## src/rtl/brick_ram_arbiter.sv

```systemverilog
// Arbiter/sequencer for the single-port brick health RAM: loader writes,
// hit read-modify-write decrements with redraw requests, and health queries.
module brick_ram_arbiter #(
    parameter int unsigned BRICK_NUM = 40,
    parameter int unsigned ADDR_W    = 10
) (
    input  logic              clk,
    input  logic              reset,
    input  logic              ld_req,
    input  logic [ADDR_W-1:0] ld_addr,
    input  logic [1:0]        ld_health,
    output logic              ld_ack,
    input  logic              hit_req,
    input  logic [ADDR_W-1:0] hit_addr,
    output logic              hit_ack,
    output logic [1:0]        hit_health,
    input  logic              q_req,
    input  logic [ADDR_W-1:0] q_addr,
    output logic              q_ack,
    output logic [1:0]        q_health,
    output logic [ADDR_W-1:0] ram_addr,
    output logic [1:0]        ram_wdata,
    output logic              ram_we,
    input  logic [1:0]        ram_rdata,
    output logic              rd_req,
    output logic [ADDR_W-1:0] rd_addr,
    output logic [1:0]        rd_health,
    input  logic              rd_done,
    output logic              busy
);

    localparam logic [ADDR_W-1:0] ADDR_LIMIT = ADDR_W'(BRICK_NUM);

    typedef enum logic [2:0] {
        IDLE, LOAD_WR, HIT_RD, HIT_WAIT, HIT_WR, DRAW_REQ, Q_RD, Q_WAIT
    } state_t;

    state_t            state, nxt;
    logic [ADDR_W-1:0] addr_q, addr_n;
    logic [1:0]        wr_health_q, wr_health_n;
    logic              oor_q, oor_n;
    logic [1:0]        old_q, old_n;
    logic [1:0]        hit_health_n;
    logic [ADDR_W-1:0] rd_addr_n;
    logic [1:0]        rd_health_n;
    logic [1:0]        q_hold, q_hold_n;
    logic [1:0]        q_rd_c;
    logic [ADDR_W-1:0] ram_addr_n;
    logic [1:0]        ram_wdata_n;
    logic              ram_we_n;

    // Query result: RAM data arrives in Q_WAIT, so it is forwarded while acked and held after
    assign q_rd_c   = oor_q ? 2'd0 : ram_rdata;
    assign q_health = q_ack ? q_rd_c : q_hold;

    // Next-state, operand latching and next-cycle output decode
    always_comb begin
        nxt          = state;
        addr_n       = addr_q;
        wr_health_n  = wr_health_q;
        oor_n        = oor_q;
        old_n        = old_q;
        hit_health_n = hit_health;
        rd_addr_n    = rd_addr;
        rd_health_n  = rd_health;
        q_hold_n     = q_hold;
        ram_addr_n   = '0;
        ram_wdata_n  = 2'd0;
        ram_we_n     = 1'b0;

        case (state)
            IDLE: begin
                if (ld_req) begin
                    nxt         = LOAD_WR;
                    addr_n      = ld_addr;
                    wr_health_n = ld_health;
                    oor_n       = (ld_addr >= ADDR_LIMIT);
                end else if (hit_req) begin
                    nxt    = HIT_RD;
                    addr_n = hit_addr;
                    oor_n  = (hit_addr >= ADDR_LIMIT);
                end else if (q_req) begin
                    nxt    = Q_RD;
                    addr_n = q_addr;
                    oor_n  = (q_addr >= ADDR_LIMIT);
                end
            end
            LOAD_WR:  nxt = IDLE;
            HIT_RD:   nxt = HIT_WAIT;
            HIT_WAIT: begin
                // Out-of-range bricks read as dead so they never write or redraw
                old_n        = oor_q ? 2'd0 : ram_rdata;
                hit_health_n = (old_n == 2'd0) ? 2'd0 : old_n - 2'd1;
                nxt          = HIT_WR;
            end
            HIT_WR: begin
                if (old_q != 2'd0) begin
                    nxt         = DRAW_REQ;
                    rd_addr_n   = addr_q;
                    rd_health_n = old_q - 2'd1;
                end else begin
                    nxt = IDLE;
                end
            end
            DRAW_REQ: if (rd_done) nxt = IDLE;
            Q_RD:     nxt = Q_WAIT;
            Q_WAIT: begin
                q_hold_n = q_rd_c;
                nxt      = IDLE;
            end
            default:  nxt = IDLE;
        endcase

        case (nxt)
            LOAD_WR: begin
                ram_addr_n  = addr_n;
                ram_wdata_n = wr_health_n;
                ram_we_n    = !oor_n;
            end
            HIT_RD, Q_RD: ram_addr_n = addr_n;
            HIT_WR: begin
                ram_addr_n  = addr_n;
                ram_wdata_n = hit_health_n;
                ram_we_n    = (old_n != 2'd0);
            end
            default: ;
        endcase
    end

    // State, operand and output registers with synchronous reset
    always_ff @(posedge clk) begin
        if (reset) begin
            state       <= IDLE;
            addr_q      <= '0;
            wr_health_q <= 2'd0;
            oor_q       <= 1'b0;
            old_q       <= 2'd0;
            hit_health  <= 2'd0;
            rd_addr     <= '0;
            rd_health   <= 2'd0;
            q_hold      <= 2'd0;
            ram_addr    <= '0;
            ram_wdata   <= 2'd0;
            ram_we      <= 1'b0;
            ld_ack      <= 1'b0;
            hit_ack     <= 1'b0;
            q_ack       <= 1'b0;
            rd_req      <= 1'b0;
            busy        <= 1'b0;
        end else begin
            state       <= nxt;
            addr_q      <= addr_n;
            wr_health_q <= wr_health_n;
            oor_q       <= oor_n;
            old_q       <= old_n;
            hit_health  <= hit_health_n;
            rd_addr     <= rd_addr_n;
            rd_health   <= rd_health_n;
            q_hold      <= q_hold_n;
            ram_addr    <= ram_addr_n;
            ram_wdata   <= ram_wdata_n;
            ram_we      <= ram_we_n;
            ld_ack      <= (nxt == LOAD_WR);
            hit_ack     <= (nxt == HIT_WR);
            q_ack       <= (nxt == Q_WAIT);
            rd_req      <= (nxt == DRAW_REQ);
            busy        <= (nxt != IDLE);
        end
    end

endmodule

```

## config.mk

```make
export PLATFORM = sky130hd
export DESIGN_NAME = brick_ram_arbiter
export DESIGN_NICKNAME = d
export VERILOG_FILES = /design/src/rtl/brick_ram_arbiter.sv
export SDC_FILE = /design/constraint.sdc
export NUM_CORES = 1
export LEC_CHECK = 0
export BUFFER_PORTS_ARGS = -buffer_cell sky130_fd_sc_hd__clkbuf_2
export CAP_MARGIN = 20
export CORE_MARGIN = 2
export CORE_UTILIZATION = 50
export DETAILED_ROUTE_END_ITERATION = 7
export PLACE_DENSITY = 0.79
export SYNTH_ARGS = -nofsm -noshare
export SYNTH_HDL_FRONTEND = slang
export SYNTH_SLANG_ARGS = --single-unit
```

## constraint.sdc

```tcl
create_clock -name clk -period 2.4 [get_ports clk]
set_clock_uncertainty 0.15 [all_clocks]
set_input_delay 0.48 -clock clk [delete_from_list [all_inputs] [get_ports clk]]
set_output_delay 0.48 -clock clk [all_outputs]
set_load 0.05 [all_outputs]
```

Yosys cells after proc, flatten, opt, wreduce, memory -nomap -nowiden
Cells that the tools add are included.
{ "word_totals": {"register_bits": 52, "input_bits": 40, "output_inout_bits": 34, "word_cells": 69} }
{ "op_classes": {"add_sub_neg": 2, "magnitude_cmp": 3, "eq_ne": 13, "muxes": 23, "n_bitwise": 1, "n_reduce_logical": 10} }
{ "ops": {"columns": ["op", "n"], "rows": [
  ["two-way mux 10 bit", 4],
  ["greater-or-equal comparator 10 x 6 -> 1 bit (second input constant)", 3],
  ["equality test 3 bit (second input constant)", 8],
  ["one-hot mux 3 bit (7 select lines)", 1],
  ["two-way mux 3 bit", 5],
  ["two-way mux 2 bit", 7],
  ["equality test 3 x 2 -> 1 bit (second input constant)", 3],
  ["equality test 3 x 1 -> 1 bit (second input constant)", 2],
  ["two-way mux 1 bit", 4],
  ["one-hot mux 2 bit (2 select lines)", 1],
  ["nonzero test 2 bit", 2],
  ["OR reduction 2 bit", 2],
  ["OR reduction 4 bit", 1],
  ["subtractor 2 x 1 -> 2 bit (second input constant)", 2],
  ["zero test 3 bit", 1],
  ["nonzero test 3 bit", 1],
  ["zero test 2 bit", 1],
  ["one-hot mux 1 bit (2 select lines)", 1],
  ["AND reduction 2 bit", 1],
  ["zero test 1 bit", 1],
  ["NOT 1 bit", 1]
]} }

Logic depth before layout (Yosys ltp)
{ "depth": {"depth_word": 8, "ltp_mapped": 7, "mapped_depth_nobuf": 7} }

Worst setup path after synthesis
Ideal clock, no wire load.
{ "synth_path": {"path_kind": "in2reg", "from": "in q_req", "to": "reg ram_addr[9]", "setup_ns": 0.100, "arrival_time_ns": 1.687, "required_ns": 2.150, "setup_slack_ns": 0.464, "path_stages": 5, "path_buffers": 0, "path_cell_list": "or2_1 > a31oi_1 > a2bb2oi_4 > xnor2_4 > a2111oi_4"} }
{ "synth_between": {"elab_chain_len": 8, "elab_cells_between_ends": 15, "cone_classes": "4 x eq/ne; 8 x mux; 1 x bitwise; 2 x reduce/logical"} }
{ "synth_lines": {"columns": ["element", "line_no", "text"], "rows": [
  ["from (decl)", "17", "input logic q_req,"],
  ["two-way mux 3 bit", "82", "end else if (q_req) begin"],
  ["two-way mux 3 bit", "78", "end else if (hit_req) begin"],
  ["two-way mux 3 bit", "73", "if (ld_req) begin"],
  ["one-hot mux 3 bit (7 select lines)", "71", "case (state)"],
  ["equality test 3 x 1 -> 1 bit (tied with other cells)", "114", "case (nxt)"],
  ["OR reduction 4 bit (no line)", null, null],
  ["NOT 1 bit (no line)", null, null],
  ["OR reduction 2 bit (no line)", null, null],
  ["to (signal assigned)", "160", "ram_addr <= ram_addr_n;"],
  ["to (decl)", "21", "output logic [ADDR_W-1:0] ram_addr,"]
]} }
Several ways; a longest one is shown, not always the timed one.
A chain may end at the register's enable or synchronous reset.

Final worst setup path
{ "layout_path": {"from": "reg state[0]", "to": "reg ram_addr[9]"} }
{ "layout_between": {"elab_chain_len": 8, "elab_cells_between_ends": 22, "cone_classes": "11 x eq/ne; 6 x mux; 1 x bitwise; 4 x reduce/logical"} }
{ "layout_lines": {"columns": ["element", "line_no", "text"], "rows": [
  ["from (decl)", "38", "state_t state, nxt;"],
  ["from (signal assigned)", "151", "state <= nxt;"],
  ["two-way mux 3 bit", "82", null],
  ["two-way mux 3 bit", "78", null],
  ["two-way mux 3 bit", "73", null],
  ["one-hot mux 3 bit (7 select lines)", "71", null],
  ["equality test 3 x 1 -> 1 bit (tied with other cells)", "114", null],
  ["OR reduction 4 bit (no line)", null, null],
  ["NOT 1 bit (no line)", null, null],
  ["OR reduction 2 bit (no line)", null, null]
]} }
Several ways; a longest one is shown, not always the timed one.

==> impl_results.md <==
- Status: completed
- Final hold violations: 0
- Critical-path maximum fanout: 14
- Fin. max-slew vios: 0
- Final #Nets: 383
- Non-Filler Instances: 395
- Htree depth: 2
- Most common cell in the netlist: nand2_1
- Die ar.: 0.005171 mm^2
- Area contributors post-synth: dfxtp_1 43%, nand2_1 8.6%, a21oi_1 5.9%
- Type of the most critical hold path: input port to flop
- Dpl cells: 387
- Worst-path clk slew: 0.09 ns
- P_int: 1.408 mW
- Crit path launch type: flop
- Total Power: 2.134 mW
- Clock share of power: 27.3%
- Synth Net Count: 312
- Slowest stage cell, crit path: dfxtp_1
- Maximum VDD drop: 0.3478 mV
- WL final: 5385 um
- Synth-to-layout area growth: 23.55%
- GR Overflow Total: 0
- Mean Syn Cell Area: 8.509 um^2
- CP top delay family: compound AO/OA/AOI/OAI gates
- # rows: 24
- Clock period minus worst slack: 2.145 ns
- Vias in the first global route: 1970
- Layout cells sized above 1: 31.20%
- Clock Path Buffers: 2
- Crit-path cells: nor2_1 -> a311o_1 -> a2bb2oi_4 -> xnor2_4 -> a2111oi_4
- Die span in x: 71.91 um
- Number of diodes: 0
- DR vias/cell: 5.354
- Yosys cell types: 42
- Post-synth EDFFs: 0
- CTS sink cnt: 50
- DR pass1 iterations: 5
- Total CTS buffers: 5
- Worst-Margin Slew: 0.5465 ns
- YS warnings: 0
- Post-CTS Hold Fix Bufs: 0
- Initial antenna violation count: 0
- Clock Latency Late Sink: 0.30 ns
- Mapped Cells: 271
- Combinational power share: 27.7%
- DP Area: 0.002739 mm^2
- Switching Power: 0.7261 mW
- Core area: 0.004384 mm^2
- Max Freq: 0.4663 GHz
- Yosys top cell by area: dfxtp_1
- Worst Setup Path Type: flop to flop
- Crit end category: flop
- Post-route cell area: 0.002849 mm^2
- Worst path required time: 2.46 ns
- Fin crit share: 89.36%
- Global-route wire length before repair: 8970 um
- Net Sw Frac: 34.02%
- Register Area: 0.001001 mm^2
- Final number of setup-violating endpoints: 0
- Ports: 74
- Multi-input gate area: 0.001212 mm^2
- Post-synthesis sequential area ratio: 43.41%
- Slew headroom: 63.57%
- Synth top cells by count: 53 x nand2_1, 50 x dfxtp_1, 27 x a21oi_1
- Pin count of the biggest net entering global routing: 30
- Unrepaired setup endpoints after global routing: false
- Setup TNS: 0 ns
- Buf/Inv on CP: 0
- Post-cts sizing count: 0
- Placer congestion estimate: 0.9495
- Fill cells: 378
- Routed len/inst: 13.63 um
- DRT antenna net count: 0
- Tot GR Track Use: 22.12%
- Yosys top cell area share: 43.41%
- Post-CTS Setup Inserts: 0
- Drt drc: 0
- Starting Density: 52.60%
- Share of flip-flops with an asynchronous set or reset: 0%
- Max cap viols: 0
- CP arrival: 2.21 ns
- Yosys reg bits: 50
- Initial DRC count: 101
- CTS tree: yes
- Mapped Area: 0.002306 mm^2
- Pwr Density: 749.1 mW/mm^2
- Routed via count: 2115
- Power share of the sequential group: 45.0%
- CP peak stage delay: 0.63 ns
- Leak pwr: 1.227 nW
- Port Buf Inserts: 73
- Ys flop type: dfxtp_1
- HPWL after detailed placement: 4075 um
- Chip height: 71.91 um
- Root Buffer: clkbuf_8
## routing by layer
| metal | part of all wire [%] | vias up | GRT usage, % |
|---|---|---|---|
| li1 | - | 1087 | - |
| met1 | 46 | 962 | 30.06 |
| met2 | 46 | 55 | 33.13 |
| met3 | 5.6 | 11 | 6.111 |
| met4 | 1.9 | 0 | 9.644 |
| met5 | 0 | - | 0 |
## final timing paths
kind | start | endpoint | slack, ns | cells past startpoint
setup / recovery | state[0]$_SDFF_PP0_ | ram_addr[9]$_SDFF_PP0_ | 0.26 | 5
setup reg to reg | state[0]$_SDFF_PP0_ | ram_addr[9]$_SDFF_PP0_ | 0.26 | 5
hold reg to reg | rd_addr[2]$_SDFFE_PP0P_ | rd_addr[2]$_SDFFE_PP0P_ | 0.31 | 2
hold / removal | ld_health[0] | ram_wdata[0]$_SDFF_PP0_ | 0.27 | 3
## logic make-up after synthesis
family          synth area share (%)
fa+ha+maj                     0.5425
xor+xnor                       1.194
compound gates                 17.26
buf+inv                        4.504
mux                            5.318
flops                          43.41
simple gates                   27.78
## cell type report
type                    count  area share [%]
multi-input cells         198           42.56
clock inverters             2           1.318
well taps                  52           2.284
flip-flops and latches     50           35.13
inverters                   6          0.7905
clock buffers               6           2.547
repair buffers             81           15.37
## power groups by stage
stage               registers, mW  logic (mW)  clock network [mW]
finish                      0.961       0.590               0.583
global route                0.968       0.641               0.632
CTS                         0.960       0.591               0.599
detailed placement          0.978       0.589                   0
global placement            0.978       0.583                   0
floorplan                    1.09       0.331                   0
## worst reg2reg max path, cell delays in order, from the launching register on
cell and delay (ns):
dfxtp_1 0.63, nor2_1 0.16, a311o_1 0.41, a2bb2oi_4 0.23, xnor2_4 0.18, a2111oi_4 0.30
## state kept, by name (all words and copies together), names as in the netlist, 2 cells and up
name        cells
q_hold          2
old_q           2
hit_health      2
ram_addr       10
rd_addr        10
rd_health       2
addr_q         10
state           3
ram_wdata       2
## through the flow
| stage | worst slack, ns | util (%) | hold WS (ns) |
|---|---|---|---|
| 2_1_floorplan | 0.4635 | - | 0.2785 |
| 3_3_place_gp | 0.1980 | 62.47 | 0.2922 |
| 3_5_place_dp | 0.1833 | 62.47 | 0.2970 |
| 4_1_cts | 0.2368 | 64.98 | 0.2663 |
| 5_1_grt | 0.09389 | 64.98 | 0.2871 |
| 6_report | 0.2554 | 64.98 | 0.2745 |
## placed cells by master (no fill, tap or decap), types with 2 or more instances in the layout
cell	netlist	routed
clkbuf_2	0	73
nand2_1	53	53
dfxtp_1	50	50
a21oi_1	27	27
nor2_1	22	22
o21ai_0	14	14
nor4_2	10	11
nor3_1	11	10
mux2i_1	10	10
buf_4	1	7
inv_1	6	6
nor2b_1	6	6
nand3_1	5	5
a211oi_1	5	5
clkbuf_8	0	5
nor4_1	5	4
mux2_2	2	2
nand3b_1	2	2
o21a_1	2	2
nor3b_1	2	2
nand2b_1	2	2
Note: power is estimated with default switching activity, not from simulation.
